$ cat src/rtl/skolem_sweep_ctrl.sv
// -----------------------------------------------------------------------------
// skolem_sweep_ctrl
//
// Exhaustive checker for a Skolem-function netlist under the mirror
// specification: every input assignment 0 .. 2^N-1 is driven on x_out and the
// returned y_in must equal the assignment that produced it, LAT cycles later.
// Mismatches are counted (saturating at 2^N), the earliest failing assignment
// is captured, and a pass/aborted verdict is held while done is high.
//
// Parameters
//   N    vector width (1..16)
//   LAT  function-block latency from x_out to y_in in cycles (0..7)
//
// Ports
//   clk              clock, rising edge
//   rst              synchronous reset, active high
//   start            begin a sweep (honoured in IDLE / DONE)
//   abort            stop a sweep (honoured in SWEEP / DRAIN)
//   x_out  [N-1:0]   assignment driven into the function block
//   y_in   [N-1:0]   function-block outputs
//   busy             high in SWEEP and DRAIN
//   done             level, high in DONE
//   pass             verdict, valid while done
//   aborted          sweep ended by abort, valid while done
//   mismatch_count   [N:0] failing assignments so far
//   first_fail_valid at least one mismatch recorded
//   first_fail_vec   [N-1:0] earliest failing assignment
// -----------------------------------------------------------------------------
module skolem_sweep_ctrl #(
    parameter int N   = 10,
    parameter int LAT = 0
) (
    input  logic         clk,
    input  logic         rst,
    input  logic         start,
    input  logic         abort,
    output logic [N-1:0] x_out,
    input  logic [N-1:0] y_in,
    output logic         busy,
    output logic         done,
    output logic         pass,
    output logic         aborted,
    output logic [N:0]   mismatch_count,
    output logic         first_fail_valid,
    output logic [N-1:0] first_fail_vec
);

    typedef enum logic [1:0] {S_IDLE, S_SWEEP, S_DRAIN, S_DONE} state_t;

    localparam logic [N-1:0] X_LAST     = '1;
    localparam logic [N:0]   CNT_MAX    = {1'b1, {N{1'b0}}};
    localparam logic [2:0]   DRAIN_LAST = 3'(LAT - 1);

    state_t       state_q;
    logic [N-1:0] x_q;
    logic [2:0]   drain_q;
    logic         busy_q, done_q, pass_q, aborted_q;
    logic [N:0]   cnt_q, cnt_d;
    logic         ffv_q, ffv_d;
    logic [N-1:0] ffvec_q, ffvec_d;

    logic         head_valid;
    logic         flush;
    logic         tail_valid;
    logic [N-1:0] tail_vec;
    logic         mismatch;

    assign head_valid = (state_q == S_SWEEP);
    // An abort throws away every comparison still travelling down the pipe.
    assign flush      = abort && (state_q == S_SWEEP || state_q == S_DRAIN);

    // Expected-value pipeline, kept in lockstep with the function block.
    generate
        if (LAT == 0) begin : g_comb
            assign tail_valid = head_valid;
            assign tail_vec   = x_q;
        end else begin : g_pipe
            logic [LAT-1:0] pv_q;
            logic [N-1:0]   pe_q [LAT];

            always_ff @(posedge clk) begin
                if (rst || flush) begin
                    pv_q <= '0;
                    for (int i = 0; i < LAT; i++) pe_q[i] <= '0;
                end else begin
                    pv_q[0] <= head_valid;
                    pe_q[0] <= x_q;
                    for (int i = 1; i < LAT; i++) begin
                        pv_q[i] <= pv_q[i-1];
                        pe_q[i] <= pe_q[i-1];
                    end
                end
            end

            assign tail_valid = pv_q[LAT-1];
            assign tail_vec   = pe_q[LAT-1];
        end
    endgenerate

    // Scoreboard update for the comparison resolving this cycle.
    always_comb begin
        mismatch = tail_valid && (y_in != tail_vec);
        cnt_d    = cnt_q;
        ffv_d    = ffv_q;
        ffvec_d  = ffvec_q;
        if (mismatch) begin
            if (cnt_q != CNT_MAX) cnt_d = cnt_q + (N+1)'(1);
            if (!ffv_q) begin
                ffv_d   = 1'b1;
                ffvec_d = tail_vec;
            end
        end
    end

    always_ff @(posedge clk) begin
        if (rst) begin
            state_q   <= S_IDLE;
            x_q       <= '0;
            drain_q   <= '0;
            busy_q    <= 1'b0;
            done_q    <= 1'b0;
            pass_q    <= 1'b0;
            aborted_q <= 1'b0;
            cnt_q     <= '0;
            ffv_q     <= 1'b0;
            ffvec_q   <= '0;
        end else begin
            case (state_q)
                S_IDLE, S_DONE: begin
                    if (start) begin
                        state_q   <= S_SWEEP;
                        x_q       <= '0;
                        busy_q    <= 1'b1;
                        done_q    <= 1'b0;
                        pass_q    <= 1'b0;
                        aborted_q <= 1'b0;
                        cnt_q     <= '0;
                        ffv_q     <= 1'b0;
                        ffvec_q   <= '0;
                    end
                end
                S_SWEEP, S_DRAIN: begin
                    // The comparison resolving this cycle is always retired.
                    cnt_q   <= cnt_d;
                    ffv_q   <= ffv_d;
                    ffvec_q <= ffvec_d;
                    if (abort) begin
                        state_q   <= S_DONE;
                        busy_q    <= 1'b0;
                        done_q    <= 1'b1;
                        pass_q    <= 1'b0;
                        aborted_q <= 1'b1;
                    end else if (state_q == S_SWEEP) begin
                        // Last assignment wraps x to 0 but never starts a new pass.
                        x_q <= x_q + N'(1);
                        if (x_q == X_LAST) begin
                            if (LAT == 0) begin
                                state_q <= S_DONE;
                                busy_q  <= 1'b0;
                                done_q  <= 1'b1;
                                pass_q  <= (cnt_d == '0);
                            end else begin
                                state_q <= S_DRAIN;
                                drain_q <= '0;
                            end
                        end
                    end else begin
                        if (drain_q == DRAIN_LAST) begin
                            state_q <= S_DONE;
                            busy_q  <= 1'b0;
                            done_q  <= 1'b1;
                            pass_q  <= (cnt_d == '0);
                        end else begin
                            drain_q <= drain_q + 3'd1;
                        end
                    end
                end
                default: state_q <= S_IDLE;
            endcase
        end
    end

    assign x_out            = x_q;
    assign busy             = busy_q;
    assign done             = done_q;
    assign pass             = pass_q;
    assign aborted          = aborted_q;
    assign mismatch_count   = cnt_q;
    assign first_fail_valid = ffv_q;
    assign first_fail_vec   = ffvec_q;

endmodule

$ cat config.mk
export PLATFORM = sky130hd
export DESIGN_NAME = skolem_sweep_ctrl
export DESIGN_NICKNAME = d
export VERILOG_FILES = /design/src/rtl/skolem_sweep_ctrl.sv
export SDC_FILE = /design/constraint.sdc
export NUM_CORES = 1
export LEC_CHECK = 0
export CAP_MARGIN = 30
export CORE_AREA = 2 2 63 77
export CTS_CLUSTER_DIAMETER = 40
export DETAILED_ROUTE_END_ITERATION = 7
export DIE_AREA = 0 0 65 79
export HOLD_SLACK_MARGIN = 0.03
export PLACE_DENSITY = 0.78
export REMOVE_ABC_BUFFERS = 1
export SYNTH_ARGS = -nofsm -noshare
export SYNTH_HDL_FRONTEND = slang
export SYNTH_SLANG_ARGS = --single-unit
$ cat constraint.sdc
create_clock -name clk -period 2.5 [get_ports clk]
set_clock_uncertainty 0.15 [all_clocks]
set_input_delay 0.5 -clock clk [delete_from_list [all_inputs] [get_ports clk]]
set_output_delay 0.5 -clock clk [all_outputs]
set_load 0.005 [all_outputs]
==> key figures, run 1 <==
Synth
  – Warnings, synthesis: 0
  – Post-synth top flop: dfxtp_1
  – #FFs+latches synth: 40
  – Mapped Area: 0.00211 mm^2
  – Distinct cells, synth: 47
  – Gate Count Post-Synth: approximately 250
  – Sequential area share after synthesis: about 38%
  – Biggest area consumer among synthesized cells: dfxtp_1
  – Dominant cells by area after synthesis: dfxtp_1 38%, xor2_1 7.1%, nor2_1 6.9%
  – Post-synth top cells: 40 x dfxtp_1, 39 x nor2_1, 17 x xor2_1
  – Top-count cell post-synth: dfxtp_1
  – Avg Inst Size Synth: ~8.3 um^2
  – Post-synth EDFFs: 0
  – Proportion of netlist area held by the largest area contributor: between 30% and 40%
  – FFs w/ async S/R, synth: 0%

Clock network
  – TritonCTS Buffers: 5
  – Reg clk slew, reported paths: approximately 0.080 ns
  – CTS Buffer Depth: 2
  – Clk root buf: clkbuf_8
  – # clock sinks: 40
  – Hold_buf cts: 0
  – H-tree depth: 2
  – TritonCTS clock tree: built
  – Worst skew pair latency: roughly 0.29 ns

STA
  – Slew @ Worst Pin: 0.457 ns
  – Final setup fails: 0
  – Setup TNS: 0 ns
  – Fmax: around 0.41 GHz
  – Final period utilization: between 90% and 100%
  – Min Tclk post-route: 2.44 ns
  – Slew Viols, Final: 0
  – Max_slew headroom: between 60% and 70%
  – Unrepaired setup endpoints after global routing: false
  – Final Hold Viols: 0

Routing
  – Via count: between 2k and 2.5k
  – DRC Markers: 0
  – Top layer in use: met4
  – Wl on met1: 2400 um
  – First DRT Iteration DRCs: about 190
  – Met2 routed WL: 2900 um
  – Via density: approximately 5.6
  – Antenna viol nets, final: 0
  – WL/cell: roughly 15 um
  – Met3 routed WL: roughly 260 um
  – Drt first pass iters: 5
  – Final WL: ~5700 um

Global routing
  – Grt ovf: 0
  – Largest net degree at the start of global routing: 23
  – Tot GR Track Use: a little under a quarter
  – First-pass GRT wire length: about 9500 um
  – Antenna violations before repair: 0
  – Vias in the first global route: ~2.1k

Die
  – Initial Util: 47.7%
  – Ports: 50
  – Die H: between 70 and 80 um
  – DIE AREA: ~0.0051 mm^2
  – Chip Width: 65 um
  – Core area: ~0.0044 mm^2
  – Row cnt: 27

Job
  – Total of max-cap violations: 0

Place
  – Hpwl dp: 4240 um
  – I/O Buffers: between 40 and 50
  – GP Congestion: 0.921
  – Placed Area: between 0.002 and 0.003 mm^2

Pwr
  – Leakage Power: between 0.001 and 0.0015 uW
  – Pint: 1350 uW
  – Combinational share of power: 34.3%
  – Worst VDD drop: about 0.00051 V
  – Clock network power share: approximately 30%
  – Net Sw Power: 640 uW
  – Switch share: around a third
  – Sequential share of power: 36.3%
  – Power density over the cells: roughly 670 mW/mm^2

Worst setup path
  – Reg2reg end: pass$_SDFFE_PP0P_
  – Crit Reg-Reg Startpoint: mismatch_count[0]$_SDFFE_PP0P_
  – Crit start category: input port
  – Critical path peak fanout: 11
  – Worst R2R Path Depth: 7
  – Critical Path AT: ~2.5 ns
  – Reg2Reg Setup Slack: 0.15 ns
  – Setup CP Type: input port to register
  – CP Capture Type: register
  – Worst endpoint required time: between 2 and 3 ns

Worst hold path
  – Worst Hold End: busy$_SDFFE_PP0P_
  – Hold path startpoint: busy$_SDFFE_PP0P_
  – Hold depth: 2
  – Min-delay worst type: register to register

Cells and area
  – Diode count: 0
  – Util after Layout: 67.0%
  – Nets: around 340
  – Share of cells above drive strength 1: a little over an eighth
  – Design area: between 0.002 and 0.003 mm^2
  – Area Growth Syn to Fin: 40.5%

Run status
  – Status: finished clean
==> kinds of logic (layout without fill, tap and decap cells) <==
family / Yosys count / after routing / synth area share, %
AOI/OAI and AO/OA: 63 / 63 / 20.3
xor gates and xnor gates: 20 / 20 / 8.30
adders and majority gates: 7 / 7 / 4.15
buffers and inverters: 21 / 89 / 3.91
DFF: 40 / 40 / 37.9
muxes: 4 / 4 / 1.96
and+or+nand+nor: 99 / 99 / 23.4
==> critical path: stages <==
cell	delay, ns
clkdlybuf4s50_1	0.49
xor2_1	0.21
nor4_2	0.09
a31oi_1	0.21
buf_4	0.18
buf_4	0.18
nand2_1	0.10
or4_1	0.50
nand2_1	0.07
==> layout make-up <==
class                           instances  area [um^2]
Fill cell                             377         1460
Sequential cell                        40          801
Multi-Input combinational cell        193         1250
Clock buffer                            7         96.3
Tap cell                               58         72.6
Inverter                                8         30.0
Timing Repair Buffer                   73          683
Clock inverter                          1         30.0
==> worst max path at each step <==
stage / start / to / slack (ns) / depth (start not counted)
6_report: y_in[7] / mismatch_count[7]$_SDFFE_PP0P_ / 0.06 / 9
3_5_place_dp: y_in[8] / pass$_SDFFE_PP0P_ / -0.25 / 8
4_1_cts: y_in[7] / pass$_SDFFE_PP0P_ / 0.04 / 8
2_1_floorplan: y_in[9] / pass$_SDFFE_PP0P_ / -0.07 / 6
3_3_place_gp: y_in[7] / pass$_SDFFE_PP0P_ / -0.26 / 8
5_1_grt: y_in[0] / pass$_SDFFE_PP0P_ / 0.01 / 9
==> through the flow <==
step / total power (uW) / std cells / hold slack (ns) / setup slack, ns
after detailed placement: 1400 / 372 / 0.312 / -0.251
after floorplan: 1070 / 241 / 0.310 / -0.0693
after global routing: 2100 / 380 / 0.338 / 0.0117
after global placement: 1390 / 372 / 0.311 / -0.256
after CTS: 1990 / 380 / 0.326 / 0.0403
final: 1990 / 380 / 0.322 / 0.0555
==> layout by cell type (no fill, tap or decap), types with 2 or more instances in the layout <==
| cell type | netlist | layout |
|---|---|---|
| nor4_1 | 4 | 2 |
| a22oi_1 | 14 | 14 |
| nor4_2 | 0 | 2 |
| xor2_1 | 17 | 16 |
| xnor2_1 | 3 | 3 |
| mux2i_1 | 3 | 3 |
| a21oi_1 | 10 | 10 |
| dfxtp_1 | 40 | 40 |
| o21ai_0 | 16 | 16 |
| nor2b_1 | 5 | 5 |
| clkbuf_8 | 0 | 7 |
| or3_1 | 5 | 5 |
| nand2b_1 | 2 | 2 |
| a41oi_1 | 2 | 2 |
| ha_1 | 7 | 7 |
| a31oi_1 | 6 | 6 |
| a21o_1 | 2 | 2 |
| buf_4 | 0 | 23 |
| or4_1 | 2 | 2 |
| and3_1 | 3 | 3 |
| nor3_1 | 3 | 3 |
| a32oi_1 | 2 | 2 |
| nand2_1 | 14 | 14 |
| nor2_1 | 39 | 39 |
| inv_1 | 8 | 8 |
| nand4_1 | 6 | 6 |
| clkdlybuf4s50_1 | 0 | 49 |
| nand3_1 | 8 | 8 |
==> layer usage <==
layer / vias up / global-route usage, %
met5: - / 0
li1: 1052 / -
met1: 987 / 28.7
met2: 65 / 40.5
met4: 0 / 10.2
met3: 15 / 4.11
==> flip-flops by register name, indices dropped and copies added, names as in the netlist <==
name	flops
state_q	2
drain_q	3
first_fail_valid	1
mismatch_count	11
aborted	1
x_out	10
pass	1
busy	1
first_fail_vec	10
==> repair_timing <==
item | 4_1_cts | 5_1_grt
setup buffers | 0 | 0
hold endpoints to repair | 0 | 0
gates resized for setup | 0 | 4
setup endpoints to repair | 0 | 12
==> power groups by stage <==
stage | sequential, uW | clock [uW] | combinational [uW]
2_1_floorplan | 739 | 0 | 336
3_3_place_gp | 734 | 0 | 654
3_5_place_dp | 736 | 0 | 665
4_1_cts | 722 | 595 | 670
5_1_grt | 729 | 624 | 747
6_report | 723 | 587 | 683
No activity file was read; power rests on OpenSTA's default activity.
==> run 2, diff against run 1 <==
Settings changed: CORE_AREA 2 2 63 77 to 2 2 72 74, DIE_AREA 0 0 65 79 to 0 0 74 76, PLACE_DENSITY 0.78 to 0.72.
==> run 2 against run 1 <==
  * Clock power shrank 10%
  * Count of clock-buffer cells in the layout is 2 lower
  * Fmax up 2.2%
  * Utilization fell by 6.6 points
  * First-iteration DRC count decreased by 14%
  * Combinational power grew 2%
  * Design area did not move
  * Sequential power rose by 0.8%
  * Non-clock buffer count decreased by 1
  * Setup slack improved by 0.053 ns
  * Routed wire length down 2.3%
  * Register-to-register slack improved by 0.03 ns
==> key figures, run 2 (synthesized netlist as in run 1, its figures left out) <==
Run status
  – Status: finished clean

Clock network
  – H-tree depth: 2
  – TritonCTS clock tree: built
  – CTS Buffer Depth: 2
  – # clock sinks: 40
  – Hold_buf cts: 0
  – Clk root buf: clkbuf_8
  – TritonCTS Buffers: 5
  – Reg clk slew, reported paths: 0.08 ns
  – Worst skew pair latency: around 0.29 ns

STA
  – Fmax: ~0.42 GHz
  – Slew @ Worst Pin: ~0.4 ns
  – Max_slew headroom: between 70% and 80%
  – Unrepaired setup endpoints after global routing: false
  – Final setup fails: 0
  – Hold Slack: between 0.3 and 0.4 ns
  – Min Tclk post-route: between 2 and 2.5 ns
  – Final period utilization: 95.7%
  – Slew Viols, Final: 0
  – Final Hold Viols: 0

Die
  – Row cnt: 26
  – Initial Util: between 40% and 50%
  – DIE AREA: approximately 0.0056 mm^2
  – Ports: 50
  – Die H: between 70 and 80 um
  – Core area: around 0.0049 mm^2
  – Chip Width: ~74 um

Worst setup path
  – Critical Path AT: 2.45 ns
  – Critical path peak fanout: 8
  – Max incr delay on CP: about 0.41 ns
  – Top Family by Delay on Critical Path: compound AO/OA/AOI/OAI gates
  – Crit start category: input port
  – Worst path bufs/invs: 2
  – Worst endpoint required time: ~2.6 ns
  – Worst R2R Path Depth: 6
  – Slowest CP cell: clkdlybuf4s50_1
  – CP Capture Type: register
  – CP cell instances: clkdlybuf4s50_1 -> xor2_1 -> nor4_2 -> a31oi_1 -> buf_4 -> a31o_1 -> a221o_1 -> o31ai_2
  – CP Depth: 8
  – Setup CP Type: input port to register

Routing
  – DRC Markers: 0
  – First DRT Iteration DRCs: about 160
  – Antenna viol nets, final: 0
  – Via count: around 2.1k
  – Final WL: around 5600 um
  – Drt first pass iters: 4
  – Via density: ~5.4
  – WL/cell: about 14 um

Pwr
  – Clock network power share: between 20% and 30%
  – Pint: approximately 1300 uW
  – Net Sw Power: 636 uW
  – Combinational share of power: between 30% and 40%
  – Worst VDD drop: 0.000407 V
  – Sequential share of power: around 37%
  – Switch share: between 30% and 40%
  – Leakage Power: between 0.001 and 0.0015 uW
  – Power density over the cells: between 600 and 700 mW/mm^2

Cells and area
  – Most frequent cells in the layout: 49 x clkdlybuf4s50_1, 40 x dfxtp_1, 39 x nor2_1
  – Area Growth Syn to Fin: 40.5%
  – Most common cell after layout, fill and taps aside: clkdlybuf4s50_1
  – Share of cells above drive strength 1: a little over an eighth
  – Nets: roughly 340
  – Diode count: 0
  – Largest register FFs: 11
  – Design area: around 0.0030 mm^2

Worst hold path
  – Hold depth: 2
  – Min-delay worst type: register to register

Place
  – Placed Area: between 0.002 and 0.003 mm^2
  – I/O Buffers: 49
  – GP Congestion: around 0.9
  – Hpwl dp: around 4000 um

Global routing
  – Vias in the first global route: 1835
  – Grt ovf: 0
  – Tot GR Track Use: 19.8%
  – First-pass GRT wire length: ~9000 um
  – Largest net degree at the start of global routing: 29
  – Antenna violations before repair: 0

Job
  – Total of max-cap violations: 0
## run 2: changes by cell type in the layout (fill, tap and decap cells not counted), sizes merged
cell,previous run,this run
clkbuf,7,5
buf,24,23
clkinv,0,1
clkinvlp,0,1
## run 2: worst min-delay path: stages, from the launching register on
cell	delay, ns
dfxtp_1	0.32
nand2b_1	0.07
a21oi_1	0.06
## run 2: through the flow
step	setup TNS, ns	std cells	power, uW	worst slack (ns)	util, %
2_1_floorplan	-0.174	241	1070	-0.0693	-
4_1_cts	0	390	1910	0.0468	59.7
3_3_place_gp	-2.89	382	1370	-0.276	57.3
6_report	0	391	1950	0.109	60.4
3_5_place_dp	-3.38	382	1380	-0.321	57.3
5_1_grt	0	391	2060	0.00895	60.4
## run 2: power by group through the flow
stage               Clock (uW)  Sequential, uW  Combinational [uW]
floorplan                    0             739                 336
global placement             0             740                 628
detailed placement           0             742                 636
CTS                        534             728                 643
global route               560             736                 761
finish                     527             729                 699
## run 2: cell type report
cell class	count	area, um^2
Fill cell	440	1950
Multi-Input combinational cell	193	1250
Sequential cell	40	801
Timing Repair Buffer	72	688
Tap cell	70	87.6
Clock buffer	5	68.8
Clock inverter	3	42.5
Inverter	8	30.0
## run 2: what timing repair did
item / 4_1_cts / 5_1_grt
setup buffers: 0 / 1
setup endpoints to repair: 1 / 14
endpoints found under the hold margin: 0 / 0
resized for setup: 1 / 3
## run 2: routing by layer
metal / track usage [%] / up-vias / share of wire [%]
li1: - / 1045 / -
met1: 28.2 / 1000 / 46
met2: 30.1 / 66 / 47
met3: 4.37 / 7 / 5.4
met4: 5.09 / 0 / 1.3
met5: 0 / - / 0
## run 2: path summary, 6_finish.rpt
path / from / endpoint / slack, ns
worst max-delay path: y_in[7] / pass$_SDFFE_PP0P_ / 0.11
worst max register to register: mismatch_count[5]$_SDFFE_PP0P_ / pass$_SDFFE_PP0P_ / 0.18
worst min-delay path: busy$_SDFFE_PP0P_ / busy$_SDFFE_PP0P_ / 0.35
worst min register to register: busy$_SDFFE_PP0P_ / busy$_SDFFE_PP0P_ / 0.35
==> run 3, diff against run 2 <==
Settings changed: PLACE_DENSITY 0.72 to 0.73, SLEW_MARGIN from default to 25.
Clock period 2.5 ns to 3.1 ns, I/O delays scaled along.
==> run 3 against run 2 <==
  * Non-clock buffer count down 16
  * Largest cell class unchanged
  * Routed wire length decreased by 4.0%
  * Utilization shrank 3.1 points
==> key figures, run 3 (synthesized netlist as in run 1, its figures left out) <==
Job
  – Total of max-cap violations: 0

Clock network
  – CTS Buffer Depth: 2
  – TritonCTS clock tree: built
  – Reg clk slew, reported paths: ~0.090 ns
  – Clk root buf: clkbuf_8
  – Hold_buf cts: 0
  – Worst skew pair latency: between 0.3 and 0.4 ns
  – Resized Gates After CTS: 0
  – # clock sinks: 40
  – Post-CTS Setup Repair Bufs: 0
  – TritonCTS Buffers: 5
  – H-tree depth: 2

Cells and area
  – Largest register FFs: 11
  – Share of cells above drive strength 1: 7.87%
  – Diode count: 0
  – Most common cell after layout, fill and taps aside: clkdlybuf4s50_1
  – Most frequent cells in the layout: 49 x clkdlybuf4s50_1, 40 x dfxtp_1, 39 x nor2_1
  – Nets: about 330
  – Area Growth Syn to Fin: 33.4%

STA
  – Hold Slack: around 0.35 ns
  – Slew @ Worst Pin: between 0.4 and 0.5 ns
  – Slew Viols, Final: 0
  – Max_slew headroom: between 70 and 80%
  – Min Tclk post-route: between 2 and 3 ns
  – Final Hold Viols: 0
  – Final period utilization: between 80% and 90%
  – Final setup fails: 0
  – Unrepaired setup endpoints after global routing: false
  – Fmax: ~0.39 GHz
  – Setup TNS: 0 ns

Global routing
  – Largest net degree at the start of global routing: 23
  – Grt ovf: 0
  – Antenna violations before repair: 0
  – Tot GR Track Use: approximately a fifth
  – First-pass GRT wire length: about 8600 um
  – Vias in the first global route: 1779

Worst setup path
  – Critical Path AT: about 2.7 ns
  – Crit start category: input port
  – Critical path peak fanout: 22
  – CP Capture Type: register
  – Setup CP Type: input port to register
  – Worst endpoint required time: approximately 3.2 ns

Pwr
  – Worst VDD drop: 0.000340 V
  – Power density over the cells: 534 mW/mm^2
  – Leakage Power: roughly 0.0011 uW

Place
  – I/O Buffers: 49
  – GP Congestion: approximately 0.84
  – Hpwl dp: 3910 um

Routing
  – First DRT Iteration DRCs: between 100 and 150
  – Via density: roughly 5.5
  – Final WL: approximately 5300 um
  – DRC Markers: 0
  – Via count: 2056
  – WL/cell: roughly 14 um
  – Drt first pass iters: 5
  – Antenna viol nets, final: 0

Die
  – Row cnt: 26
  – Initial Util: around 43%
  – Die H: 76 um
  – DIE AREA: 0.00562 mm^2
  – Ports: 50
  – Core area: around 0.005 mm^2
  – Chip Width: approximately 74 um

Worst hold path
  – Min-delay worst type: register to register

Run status
  – Status: finished clean
[run 3: changes by cell type in the layout (fill, tap and decap cells not counted), sizes merged]
cell,before,now
clkinv,1,0
inv,8,9
buf,23,7
[run 3: through the flow]
stage,power [uW],cells,area [um^2],utilization [%],setup WS (ns)
final,1500,375,2820,57.3,0.517
after global routing,1580,375,2820,57.3,0.389
after detailed placement,1070,367,2700,55.0,0.198
after CTS,1510,375,2820,57.3,0.520
after global placement,1060,367,2700,55.0,0.233
after floorplan,867,241,2060,-,0.411
[run 3: final timing paths]
check                           slack, ns                        endpoint                            from  depth (start not counted)
worst max-delay path                 0.52               pass$_SDFFE_PP0P_                         y_in[7]                          8
worst min-delay path                 0.35  first_fail_vec[5]$_SDFFE_PP0P_  first_fail_vec[5]$_SDFFE_PP0P_                          2
worst max register to register       0.66           x_out[5]$_SDFFE_PP0P_         state_q[1]$_SDFFE_PP0P_                          7
worst min register to register       0.35  first_fail_vec[5]$_SDFFE_PP0P_  first_fail_vec[5]$_SDFFE_PP0P_                          2
[run 3: area by class of cell]
class / instances / area [um^2]
Clock buffer: 5 / 68.8
Inverter: 8 / 30.0
Fill cell: 438 / 2100
Tap cell: 70 / 87.6
Clock inverter: 3 / 46.3
Timing Repair Buffer: 56 / 556
Sequential cell: 40 / 801
Multi-Input combinational cell: 193 / 1230
[run 3: report_power, final]
group          total (uW)  switching [uW]  leakage (uW)  internal (uW)
Sequential            593            44.5      0.000324            548
Clock                 445             202     0.0000548            243
Combinational         466             254      0.000692            212
Total                1500             501       0.00107           1000
[run 3: routing by layer]
| layer | up-vias | wire [um] | track usage, % |
|---|---|---|---|
| li1 | 1017 | - | - |
| met1 | 969 | 2470 | 27.7 |
| met2 | 60 | 2510 | 28.0 |
| met3 | 10 | 259 | 3.70 |
| met4 | 0 | 102 | 9.27 |
| met5 | - | 0 | 0 |
[run 3: worst max-delay path, cell delays in order]
cell,delay [ns]
clkdlybuf4s50_1,0.41
xor2_1,0.14
nor4_1,0.37
a31oi_1,0.20
buf_12,0.20
a31o_1,0.20
a221o_1,0.35
o31ai_2,0.16
